--- src/rtl/pulse_swallow_counter.sv ---
// P/S counter for the fractional-N divider. It frames P prescaler cycles, holds the
// prescaler at N+1 for the first S of them, and emits the divided clock and a ratio-load strobe.
module pulse_swallow_counter #(
  parameter int P_WIDTH = 5,
  parameter int S_WIDTH = 3,
  parameter int P_MIN   = 2
) (
  input  logic               clk,
  input  logic               rst_n,
  input  logic [P_WIDTH-1:0] Pi,
  input  logic [S_WIDTH-1:0] Si,
  output logic               mc,
  output logic               div_out,
  output logic               load,
  output logic               clamp
);

  localparam int CW = (P_WIDTH > S_WIDTH) ? P_WIDTH : S_WIDTH;
  localparam logic [P_WIDTH-1:0] PMIN_V = P_WIDTH'(P_MIN);
  localparam logic [P_WIDTH-1:0] ONE    = P_WIDTH'(1);

  logic [P_WIDTH-1:0] k;
  logic [P_WIDTH-1:0] p_lat;
  logic [P_WIDTH-1:0] s_lat;
  logic [P_WIDTH-1:0] h_lat;

  logic [P_WIDTH-1:0] k_inc;
  logic [P_WIDTH-1:0] p_eff;
  logic [P_WIDTH-1:0] s_eff;
  logic [CW-1:0]      si_wide;
  logic [CW-1:0]      peff_wide;
  logic               frame_end;
  logic               pi_low;
  logic               si_high;

  // S is compared at the wider of the two widths so neither operand is truncated
  always_comb begin
    k_inc     = k + ONE;
    frame_end = (k == (p_lat - ONE));
    pi_low    = (Pi < PMIN_V);
    p_eff     = pi_low ? PMIN_V : Pi;
    si_wide   = CW'(Si);
    peff_wide = CW'(p_eff);
    si_high   = (si_wide > peff_wide);
    s_eff     = si_high ? p_eff : P_WIDTH'(si_wide);
  end

  // p_lat resets to 1 so the first released edge is already a frame end and loads
  always_ff @(posedge clk) begin
    if (!rst_n) begin
      k       <= '0;
      p_lat   <= ONE;
      s_lat   <= '0;
      h_lat   <= ONE;
      mc      <= 1'b0;
      div_out <= 1'b0;
      load    <= 1'b0;
      clamp   <= 1'b0;
    end else if (frame_end) begin
      k       <= '0;
      p_lat   <= p_eff;
      s_lat   <= s_eff;
      h_lat   <= p_eff >> 1;
      mc      <= (s_eff != '0);
      div_out <= 1'b1;
      load    <= 1'b1;
      clamp   <= pi_low | si_high;
    end else begin
      k       <= k_inc;
      mc      <= (k_inc < s_lat);
      div_out <= (k_inc < h_lat);
      load    <= 1'b0;
    end
  end

endmodule

--- config.mk ---
export PLATFORM = sky130hd
export DESIGN_NAME = pulse_swallow_counter
export DESIGN_NICKNAME = d
export VERILOG_FILES = /design/src/rtl/pulse_swallow_counter.sv
export SDC_FILE = /design/constraint.sdc
export NUM_CORES = 1
export LEC_CHECK = 0
export ABC_AREA = 1
export BUFFER_PORTS_ARGS = -buffer_cell sky130_fd_sc_hd__buf_4
export CAP_MARGIN = 20
export CELL_PAD_IN_SITES_DETAIL_PLACEMENT = 0
export CELL_PAD_IN_SITES_GLOBAL_PLACEMENT = 1
export CORE_MARGIN = 3
export CORE_UTILIZATION = 43
export CTS_BUF_LIST = sky130_fd_sc_hd__clkbuf_16
export DETAILED_ROUTE_END_ITERATION = 16
export GPL_TIMING_DRIVEN = 0
export PLACE_DENSITY = 0.83
export SYNTH_ARGS = -nofsm -noshare
export SYNTH_HDL_FRONTEND = slang
export SYNTH_SLANG_ARGS = --single-unit
--- constraint.sdc ---
create_clock -name clk -period 3.2 [get_ports clk]
set_clock_uncertainty 0.2 [all_clocks]
set_input_delay 0.32 -clock clk [delete_from_list [all_inputs] [get_ports clk]]
set_output_delay 0.32 -clock clk [all_outputs]
set_load 0.05 [all_outputs]
**Word level (Yosys, flattened, before mapping)**

Cells that the tools add are included.

- Input port bits: 10
- Bits in latches: 0
- Output and inout bits: 4
- Bits in read-only memories: 0
- Memory bits (writable): 0
- Flip-flop bits (word level): 23
- Memories: 0
- Logic and storage cells: 24

- Bitwise gates (word level): 2
- Add/subtract/negate cells: 2
- Div/mod/pow operators: 0
- Magnitude comparators: 4
- $mul: 0
- Shifts and indexed selects: 0
- Multiplexer cells: 5
- Equality and inequality tests: 1
- Reduce and logical (&&, ||, !) cells: 2

Operators with widths:

| operator | count |
|---|---|
| 5-bit 2-to-1 mux | 2 |
| 5-bit by 1-bit adder with 5-bit output, second input constant | 1 |
| 5-bit equality test | 1 |
| 3-bit by 5-bit greater-than comparator with 1-bit output | 1 |
| 5-bit by 2-bit < comparator with 1-bit output, second input constant | 1 |
| 5-bit by 4-bit < comparator with 1-bit output | 1 |
| 5-bit < comparator | 1 |
| 5-bit nonzero test | 1 |
| 5-bit by 1-bit subtractor with 5-bit output, second input constant | 1 |
| 1-bit 2-to-1 mux | 3 |
| 2-bit OR reduction | 1 |
| 1-bit NOT | 1 |
| 1-bit bitwise OR | 1 |

**Logic depth before layout (Yosys ltp)**

Gate-level depths: netlist of run 1.

- Word-level depth: 6
- Gate-level depth with buffers: 14
- Gate-level depth less buffers: 14

**Worst setup path after synthesis of run 1**

No wires, ideal clock.

- Path kind: in2reg
- From: in Pi[3]
- To: reg mc
- Arrival: 1.564 ns
- Cell stages on the path: 13
- Setup slack: 1.319 ns
- Buffers on the path: 0
- Data required time: 2.884 ns
- Setup time: 0.116 ns
- Cells stage by stage: nor2_1 > nand2_1 > nand2_1 > inv_1 > ha_1 > nand3_1 > nand2_1 > inv_1 > nand2_1 > nand2_1 > o21ai_0 > o21ai_0 > nand2_1

- Cells in the longest elaborated chain, start to end: 6

RTL lines:

| what | line | RTL |
|---|---|---|
| from (decl) | 10 | `input logic [P_WIDTH-1:0] Pi,` |
| 5-bit by 2-bit < comparator with 1-bit output (*) | 40 | `pi_low = (Pi < PMIN_V);` |
| 5-bit 2-to-1 mux (*) | 41 | `p_eff = pi_low ? PMIN_V : Pi;` |
| net p_eff[0] | 28 | `logic [P_WIDTH-1:0] p_eff;` |
| 3-bit by 5-bit greater-than comparator with 1-bit output | 44 | `si_high = (si_wide > peff_wide);` |
| 5-bit 2-to-1 mux (*) | 45 | `s_eff = si_high ? p_eff : P_WIDTH'(si_wide);` |
| 5-bit nonzero test (*) | 64 | `mc <= (s_eff != '0);` |
| 1-bit 2-to-1 mux (*) | 59 | `end else if (frame_end) begin` |
| to (signal assigned) | 64 |  |
| to (signal assigned) | 70 | `mc <= (k_inc < s_lat);` |
| to (decl) | 12 | `output logic mc,` |

Mark *: on every way through the listed nets, which the timed path passes. The rest lies on a longest branch.
A chain may end at the register's enable or synchronous reset.

**Worst setup path after layout of run 1**

Ends and elaborated chain as after synthesis.

==> results of run 1 <==
[sequential cells by signal, indices dropped and copies added (netlist names)]
name     cells
p_lat        5
s_lat        5
mc           1
load         1
div_out      1
h_lat        1
clamp        1
k            5
[per-stage QoR]
step / hold WS (ps) / setup WS (ps) / std cells / power, mW
final: 86.9 / 1240 / 223 / 1.47
after global routing: 106 / 1020 / 223 / 1.62
after CTS: 84.6 / 1210 / 223 / 1.49
after detailed placement: 236 / 948 / 219 / 1.14
after global placement: 230 / 956 / 219 / 1.13
after floorplan: 221 / 1320 / 177 / 0.976
[cell type report]
type                       count  area, sq um
buffer                         2         28.8
clock buffer                   3         75.1
clock inverter                 1         30.0
fill                         259         1130
inverter                      31          116
multi-input combinational    124          658
sequential                    20          400
tap                           30         37.5
timing repair buffer          12         90.1
[synthesized netlist by cell type (all sizes together)]
library cell,number
nand4,1
nand3b,1
ha,12
inv,31
o211ai,1
o21ai,10
nor2,23
buf,1
clkbuf,1
nand2,58
nand3,12
dfxtp,20
xor2,2
a21oi,3
nor3,1
[cells in the final DEF (no fill, tap or decap)]
cell	Yosys	final
xor2_1	2	2
nand3_1	11	11
inv_1	28	28
nor2_2	3	3
nor2_4	1	1
nand3b_1	1	1
o211ai_1	1	1
bufinv_16	0	1
buf_4	0	12
clkbuf_16	0	3
nand2_1	56	56
nor2_1	19	19
nand3_2	1	1
nand2_4	2	2
ha_1	12	12
dfxtp_1	20	20
o21ai_0	10	10
clkbuf_8	1	1
a21oi_1	3	3
buf_8	1	1
nor3_1	1	1
nand4_1	1	1
inv_2	3	3
[tightest hold or removal path, stage by stage]
cell and delay [ps]:
buf_4 80, nand2_1 40, o21ai_0 50
[final timing paths]
kind | start | slack, ps | to
setup / recovery | Pi[3] | 1240 | mc$_SDFF_PN0_
hold / removal | Pi[3] | 90 | p_lat[3]$_SDFFE_PN0P_
setup reg to reg | p_lat[0]$_SDFFE_PN1P_ | 1290 | p_lat[3]$_SDFFE_PN0P_
hold reg to reg | s_lat[4]$_SDFFE_PN0P_ | 240 | s_lat[4]$_SDFFE_PN0P_
[report_power, final]
group          internal, mW  switching (mW)
combinational         0.268           0.482
clock                 0.248          0.0907
sequential            0.331          0.0513
total                 0.847           0.624
[kinds of logic after synthesis]
| kind of cell | after synthesis | synth area share (%) |
|---|---|---|
| buf+inv | 33 | 12.1 |
| xor+xnor | 2 | 1.46 |
| simple gates | 96 | 34.7 |
| flops | 20 | 33.3 |
| compound gates | 14 | 6.03 |
| fa+ha+maj | 12 | 12.5 |
[layer usage]
layer	vias up	part of all wire (%)	GRT usage, %
li1	578	-	-
met2	19	46	26.7
met1	457	49	19.4
met3	2	4.5	4.61
met4	0	0.61	2.91
met5	-	0	0
==> results.toml, run 1 <==
[outcome]
status = "finished clean"

[hold_path]
min_path_type = "input pin to register"
hold_path_depth = 3

[synth]
ys_ff_latch = 20
syn_inst = 177
yosys-top-cells-area = "dfxtp_1 (33%), nand2_1 (17%), ha_1 (12%)"
synth.top_cell.area_share_pct = 33.3
synth_nets = 199
synth_cell_types = 20
synth.avg_cell_area_sq_um = 6.80
ys_seq_area_share_pct = 33.3
yosys_warnings = 0
yosysTopAreaCell = "dfxtp_1"
synth_area_sq_mm = 0.00120

[placement]
io_buffers = 12
placed_area_sq_mm = 0.00133
hpwl_mm = 1.89
place_congestion = 0.768

[critical_path]
cp.arrival_ps = 1910
r2r_cells = 12
cp_slowest_cell = "ha_1"
crit_chain = "buf_4 -> nor2_1 -> nand2_1 -> nand2_1 -> inv_1 -> ha_1 -> nand3_1 -> nand2_1 -> inv_1 -> nand2_1 -> nand2_1 -> o21ai_0 -> o21ai_0 -> nand2_1"
required_ps = 3140
critPathTopFamily = "simple AND/OR/NAND/NOR gates"
cp_max_fo = 5
path_common_cell = "nand2_1"
end_kind = "register"
max_stage_delay_ps = 260
critical_path_class = "input pin to register"
crit_cells = 14
cp_num_buf_inv = 3
cp-start-kind = "input pin"

[clock_tree]
cts_root_buf = "clkbuf_16"
postCtsSetupBuffers = 0
ctsResizeCount = 0
holdBufCountCts = 0
htreeDepth = 1
clock_latency_ps = 250
cts_buffer_depth = 2
path_clk_slew_ps = 60
cts_sinks = 20
cts_tree = "built"
cts_buffers = 3

[finish]
nets = 216
stdcell_area_sq_mm = 0.00144
drive_above_1_share_pct = 14.5
num_antenna_cells = 0
final_util_pct = 55.9
syn2layout_area_growth_pct = 19.3

[drt]
vias = 1056
drc_errors = 0
wl_per_cell_microns = 10.3
drt_iter0_drc = 34
via_per_inst = 4.74
drt-pass1-iter-count = 4
wl_mm = 2.29
ant_nets = 0

[power_and_ir_drop]
power_density_mw_per_mm2 = 1020
p_leak_nw = 0.751
vdd_drop_max_uv = 762

[timing]
fmax_mhz = 509
final.period_utilization_pct = 61.4
min_period_ps = 1960
rsz0062_at_grt = "no"
final_max_slew_viol_count = 0
final-hold-violation-count = 0
setup_viol = 0
relSlewSlack_pct = 78.1
finalSetupTns_ps = 0
worst_slew_pin_slew_ps = 328

[floorplanning]
pin_count = 14
die_w_microns = 58.9
dieArea_sq_mm = 0.00347
core_sq_mm = 0.00257
start_util_pct = 46.9
die_y_microns = 58.9
row_count = 18

[job]
drv_cap = 0

[grt]
grt_overflow = 0
grt_max_degree = 13
grt_pass1_vias = 999
antenna_found_initial = 0
grt_usage_pct = 15.6
grt_pass1_wl_mm = 4.11
Power figures use the tool's default switching activity.
==> run 2: changes to the inputs <==
--- a/config.mk
+++ b/config.mk
@@ -5,7 +5,7 @@
 export SDC_FILE = /design/constraint.sdc
 export NUM_CORES = 1
 export LEC_CHECK = 0
-export ABC_AREA = 1
+export ABC_AREA = 0
 export BUFFER_PORTS_ARGS = -buffer_cell sky130_fd_sc_hd__buf_4
 export CAP_MARGIN = 20
 export CELL_PAD_IN_SITES_DETAIL_PLACEMENT = 0
@@ -15,7 +15,7 @@
 export CTS_BUF_LIST = sky130_fd_sc_hd__clkbuf_16
 export DETAILED_ROUTE_END_ITERATION = 16
 export GPL_TIMING_DRIVEN = 0
-export PLACE_DENSITY = 0.83
+export PLACE_DENSITY = 0.78
 export SYNTH_ARGS = -nofsm -noshare
 export SYNTH_HDL_FRONTEND = slang
 export SYNTH_SLANG_ARGS = --single-unit
==> constraint.sdc (replaced) <==
create_clock -name clk -period 1.91 [get_ports clk]
set_clock_uncertainty 0.2 [all_clocks]
set_input_delay 0.191 -clock clk [delete_from_list [all_inputs] [get_ports clk]]
set_output_delay 0.191 -clock clk [all_outputs]
set_load 0.05 [all_outputs]
==> run 2 against run 1 <==
The flow now finishes with violations (hold timing). Design area up 8.2%. Sequential share of layout area down 1.6 points. Die area down 6.0%. Largest cell class unchanged. Largest power group unchanged. Highest routed layer unchanged.
==> results.toml, run 2 <==
[finish]
stdcell_area_sq_mm = 0.00155
final_common_cell = "buf_4"
num_antenna_cells = 0
mostFrequentLayoutCells = "buf_4 (20), dfxtp_1 (16), inv_1 (11)"
final_util_pct = 66.4
drive_above_1_share_pct = 39.2
fillers = 195
syn2layout_area_growth_pct = 38.3
top_regs = "k (5), p_lat (5), s_lat (5)"
nets = 166

[grt]
antenna_found_initial = 0
busiest_layer = "met2"
grt_max_degree = 13
grt.met1_usage_pct = 18.9
grt_pass1_vias = 836
grt_overflow = 0
grtUsageMet2_pct = 25.9
grt_pass1_wl_mm = 3.84
grt_usage_pct = 15.2
met3_usage_pct = 4.07

[synth]
yosysMostFrequentCell = "dfxtp_1"
yosysTopAreaCell = "dfxtp_1"
synth_edf_count = 0
synth_area_sq_mm = 0.00112
synth.top_cell.area_share_pct = 35.6
yosys-top-cells-area = "dfxtp_1 (36%), ha_1 (13%), inv_1 (4.7%)"
synth_flop_cell = "dfxtp_1"
synthArstFlopShare_pct = 0
synth.avg_cell_area_sq_um = 9.69
synth_nets = 138
ys_ff_latch = 20
yosys_warnings = 0
synth_common_cells = "dfxtp_1 (20), inv_1 (14), ha_1 (12)"
syn_inst = 116
ys_seq_area_share_pct = 35.6
synth_cell_types = 37

[timing]
worst_slew_pin_slew_ps = 294
whs_ps = -17.0
relSlewSlack_pct = 80.2
final.period_utilization_pct = 99.3
final_max_slew_viol_count = 0
rsz0062_at_grt = "yes"
setup_viol = 0
setup_slack_ps = 14.0
fmax_mhz = 527
final-hold-violation-count = 1
min_period_ps = 1900

[clock_tree]
clock_latency_ps = 250
htreeDepth = 1
cts_buffer_depth = 2
cts_sinks = 20
cts_tree = "built"
path_clk_slew_ps = 50
cts_root_buf = "clkbuf_16"
cts_buffers = 3

[placement]
hpwl_mm = 1.71
dp_slack_ps = -305
io_buffers = 13
place_congestion = 0.795
placed_area_sq_mm = 0.00128

[critical_path]
critical_path_class = "register to register"
crit_path_start = "p_lat[0]$_SDFFE_PN1P_"
cp_max_fo = 5
cp-start-kind = "register"
crit_chain = "inv_2 -> ha_4 -> nand4bb_1 -> a211oi_2 -> o311ai_2 -> buf_6 -> and2_4 -> a22o_1"
cp.arrival_ps = 1840
end_kind = "register"
cp_slowest_cell = "dfxtp_2"
required_ps = 1850
max_stage_delay_ps = 320
regToRegStartpoint = "p_lat[0]$_SDFFE_PN1P_"
r2r_cells = 8

[outcome]
status = "finished, violations left"
violations = "hold timing"

[drt]
wl_per_cell_microns = 14.3
drt_iter0_drc = 6
drt-pass1-iter-count = 4
vias = 886
ant_nets = 0
drc_errors = 0
via_per_inst = 5.18
wl_mm = 2.45

[floorplanning]
die_y_microns = 57.1
start_util_pct = 48.0
die_w_microns = 57.1
dieArea_sq_mm = 0.00326
pin_count = 14
core_sq_mm = 0.00234
row_count = 17

[power_and_ir_drop]
vdd_drop_max_uv = 1060
power.total_mw = 2.65
p_leak_nw = 0.665
power_density_mw_per_mm2 = 1710

[job]
drv_cap = 0

[hold_path]
hold_path_depth = 2
hold_start = "Pi[4]"
min_path_type = "input pin to register"
==> run 2: changes by cell type after synthesis, moves of 4 or more <==
cell / change
and3_1: +4
xnor2_1: +5
nor2_1: -11
inv_1: -14
nand2_1: -55
o21ai_0: -5
nand3_1: -9
==> run 2: what timing repair did <==
item | CTS | global route
endpoints found under the setup margin | 9 | 15
gates resized for setup | 11 | 9
hold buffers | 1 | 0
pin swaps | 7 | 6
buffers inserted | 4 | 5
endpoints found under the hold margin | 1 | 0
==> run 2: area by class of cell <==
class                           count  area [sq um]  area share, %
Buffer                              3          33.8           2.17
Clock buffer                        3          75.1           4.83
Clock inverter                      1          30.0           1.93
Inverter                           15          61.3           3.95
Multi-Input combinational cell     78           724           46.6
Sequential cell                    20           408           26.2
Tap cell                           28          35.0           2.25
Timing Repair Buffer               23           186           12.0
==> run 2: path summary, 6_finish.rpt <==
check	endpoint	slack [ps]
hold / removal	p_lat[4]$_SDFFE_PN0P_	-20
setup reg to reg	p_lat[3]$_SDFFE_PN0P_	10
hold reg to reg	s_lat[4]$_SDFFE_PN0P_	240
setup / recovery	p_lat[3]$_SDFFE_PN0P_	10
==> run 2: layer usage <==
metal  wire length, microns  vias to the layer above  part of all wire [%]
met4                     28                        0                   1.1
met5                      0                        -                     0
met1                   1150                      407                    47
met2                   1180                       17                    48
li1                       -                      457                     -
met3                    101                        5                   4.1
==> run 2: cells by family (layout without fill, tap and decap cells) <==
| group | count (synthesis) | count (layout) | synth area share (%) |
|---|---|---|---|
| and+or+nand+nor | 29 | 29 | 14.6 |
| DFF | 20 | 20 | 35.6 |
| adders and majority gates | 12 | 12 | 13.4 |
| buffers and inverters | 18 | 45 | 8.46 |
| xor gates and xnor gates | 9 | 9 | 7.02 |
| muxes | 3 | 3 | 2.67 |
| AOI/OAI and AO/OA | 25 | 25 | 18.3 |
==> run 2: worst max-delay path: cells and delay by family, from the launching register on <==
family,cells,cell delay (ps)
compound gates,3,600
simple gates,2,300
buf+inv,2,230
fa+ha+maj,1,140
flops,1,320
==> run 2: power breakdown <==
| part | total, mW | internal (mW) | switching (mW) |
|---|---|---|---|
| sequential | 0.672 | 0.565 | 0.107 |
| clock | 0.571 | 0.416 | 0.156 |
| combinational | 1.41 | 0.692 | 0.716 |
| total | 2.65 | 1.67 | 0.979 |
==> run 2: through the flow <==
step,TNS (ps),instances
after floorplan,-18.0,116
after global placement,-1390,157
after detailed placement,-1520,157
after CTS,-65.0,166
after global routing,-626,171
final,0,171
==> run 3: changes to the inputs <==
--- a/config.mk
+++ b/config.mk
@@ -16,6 +16,7 @@
 export DETAILED_ROUTE_END_ITERATION = 16
 export GPL_TIMING_DRIVEN = 0
 export PLACE_DENSITY = 0.78
+export RECOVER_POWER = 100
 export SYNTH_ARGS = -nofsm -noshare
 export SYNTH_HDL_FRONTEND = slang
 export SYNTH_SLANG_ARGS = --single-unit
==> run 3 against run 2 <==
The run still ends with hold timing left. Register-to-register slack is essentially flat. Design area shrank 0.97%. Die area is the same. Worst setup slack is essentially flat. Fmax is the same. Total power shrank 1.1%. Routed wire length is essentially flat. Utilization shrank 0.64 points. Combinational power is essentially flat. Critical path depth is the same. Non-clock buffer count is the same. Highest routed layer unchanged.
==> results.toml, run 3 (same netlist as run 2, synthesis figures left out) <==
[outcome]
status = "finished, violations left"
violations = "hold timing"

[placement]
place_congestion = 0.795
io_buffers = 13
hpwl_mm = 1.71

[critical_path]
cp_max_fo = 5
cp-start-kind = "register"
crit_chain = "inv_2 -> ha_4 -> nand4bb_1 -> a211oi_2 -> o311ai_2 -> buf_6 -> and2_4 -> a22o_1"
crit_path_start = "p_lat[0]$_SDFFE_PN1P_"
end_kind = "register"
regToRegStartpoint = "p_lat[0]$_SDFFE_PN1P_"
cp_num_buf_inv = 2
cp.arrival_ps = 1840
critical_path_class = "register to register"
max_stage_delay_ps = 320
critPathTopFamily = "compound AO/OA/AOI/OAI gates"
cp_slowest_cell = "dfxtp_2"
required_ps = 1850

[clock_tree]
path_clk_slew_ps = 50
htreeDepth = 1
cts_buffers = 3
cts_tree = "built"
cts_root_buf = "clkbuf_16"
clock_latency_ps = 250
cts_sinks = 20
cts_buffer_depth = 2

[finish]
syn2layout_area_growth_pct = 37.0
fillers = 201
multi_input_comb_area_sq_um = 724
final_util_pct = 65.8
num_antenna_cells = 0
top_regs = "k (5), p_lat (5), s_lat (5)"
nets = 166
mostFrequentLayoutCells = "dfxtp_1 (16), buf_4 (16), inv_1 (11)"
regArea_sq_um = 408
drive_above_1_share_pct = 36.4

[power_and_ir_drop]
p_sw_share_pct = 37.3
p_seq_share_pct = 25.6
vdd_drop_max_uv = 1060
clkPwrFrac_pct = 21.8
power_density_mw_per_mm2 = 1700
power.total_mw = 2.62
p_sw_uw = 978
internal_power_mw = 1.64
p_leak_nw = 0.649
combPwrFrac_pct = 52.6

[floorplanning]
pin_count = 14
core_sq_mm = 0.00234
row_count = 17
start_util_pct = 48.0
dieArea_sq_mm = 0.00326
die_w_microns = 57.1
die_y_microns = 57.1

[drt]
drt-pass1-iter-count = 4
vias = 885
drc_errors = 0
wl_mm = 2.45
drt_iter0_drc = 7
ant_nets = 0
via_per_inst = 5.18
wl_per_cell_microns = 14.4

[timing]
final.period_utilization_pct = 99.3
finalSetupTns_ps = 0
setup_viol = 0
min_period_ps = 1900
fmax_mhz = 527
relSlewSlack_pct = 60.6
rsz0062_at_grt = "yes"
whs_ps = -17.0
worst_slew_pin_slew_ps = 593
final-hold-violation-count = 1
final_max_slew_viol_count = 0

[hold_path]
min_path_type = "input pin to register"
hold_start = "Pi[4]"

[grt]
antenna_found_initial = 0
grt_pass1_wl_mm = 3.84
grt_max_degree = 13
grt_overflow = 0
grt_usage_pct = 15.2
grt_pass1_vias = 836

[job]
drv_cap = 0
==> run 3: what timing repair did <==
action                     in CTS  in global routing
cloned                          0                  0
setup endpoints to repair       9                 15
pin swaps                       7                  6
hold buffers                    1                  0
gates resized for setup        11                  9
buffers inserted                4                  5
hold endpoints to repair        1                  0
==> run 3: through the flow <==
stage	worst slack, ps	cell area (sq um)	instances
after floorplan	-8.99	1150	116
after global placement	-291	1280	157
after detailed placement	-305	1280	157
after CTS	-26.0	1480	166
after global routing	-86.9	1540	171
final	14.0	1540	171
==> run 3: final timing paths <==
path              cells past startpoint                    end  slack [ps]
hold / removal                        2  p_lat[4]$_SDFFE_PN0P_         -20
hold reg to reg                       2  s_lat[4]$_SDFFE_PN0P_         240
setup reg to reg                      8  p_lat[3]$_SDFFE_PN0P_          10
setup / recovery                      8  p_lat[3]$_SDFFE_PN0P_          10
==> run 3: worst register-to-register path: stages (launching register included) <==
cell and delay, ps:
dfxtp_2 320, inv_2 70, ha_4 140, nand4bb_1 130
a211oi_2 250, o311ai_2 150, buf_6 160, and2_4 170
a22o_1 200
==> run 3: metal layers <==
| metal | wire length [microns] | GRT usage, % | part of all wire [%] |
|---|---|---|---|
| met1 | 1150 | 18.9 | 47 |
| met2 | 1170 | 25.9 | 48 |
| met3 | 102 | 4.07 | 4.2 |
| met4 | 28 | 3.97 | 1.1 |
| met5 | 0 | 0 | 0 |
==> run 3: power by group through the flow <==
| stage | registers, mW | clock network (mW) | logic [mW] |
|---|---|---|---|
| floorplan | 0.744 | 0 | 0.858 |
| global placement | 0.656 | 0 | 1.18 |
| detailed placement | 0.660 | 0 | 1.21 |
| CTS | 0.668 | 0.579 | 1.37 |
| global route | 0.686 | 0.592 | 1.51 |
| finish | 0.672 | 0.571 | 1.38 |
==> run 3: cell type report <==
type / instances / area share [%]
Buffer: 3 / 2.20
Timing Repair Buffer: 23 / 11.1
Multi-Input combinational cell: 78 / 47.1
Clock inverter: 1 / 1.95
Clock buffer: 3 / 4.88
Tap cell: 28 / 2.28
Inverter: 15 / 3.98
Sequential cell: 20 / 26.5
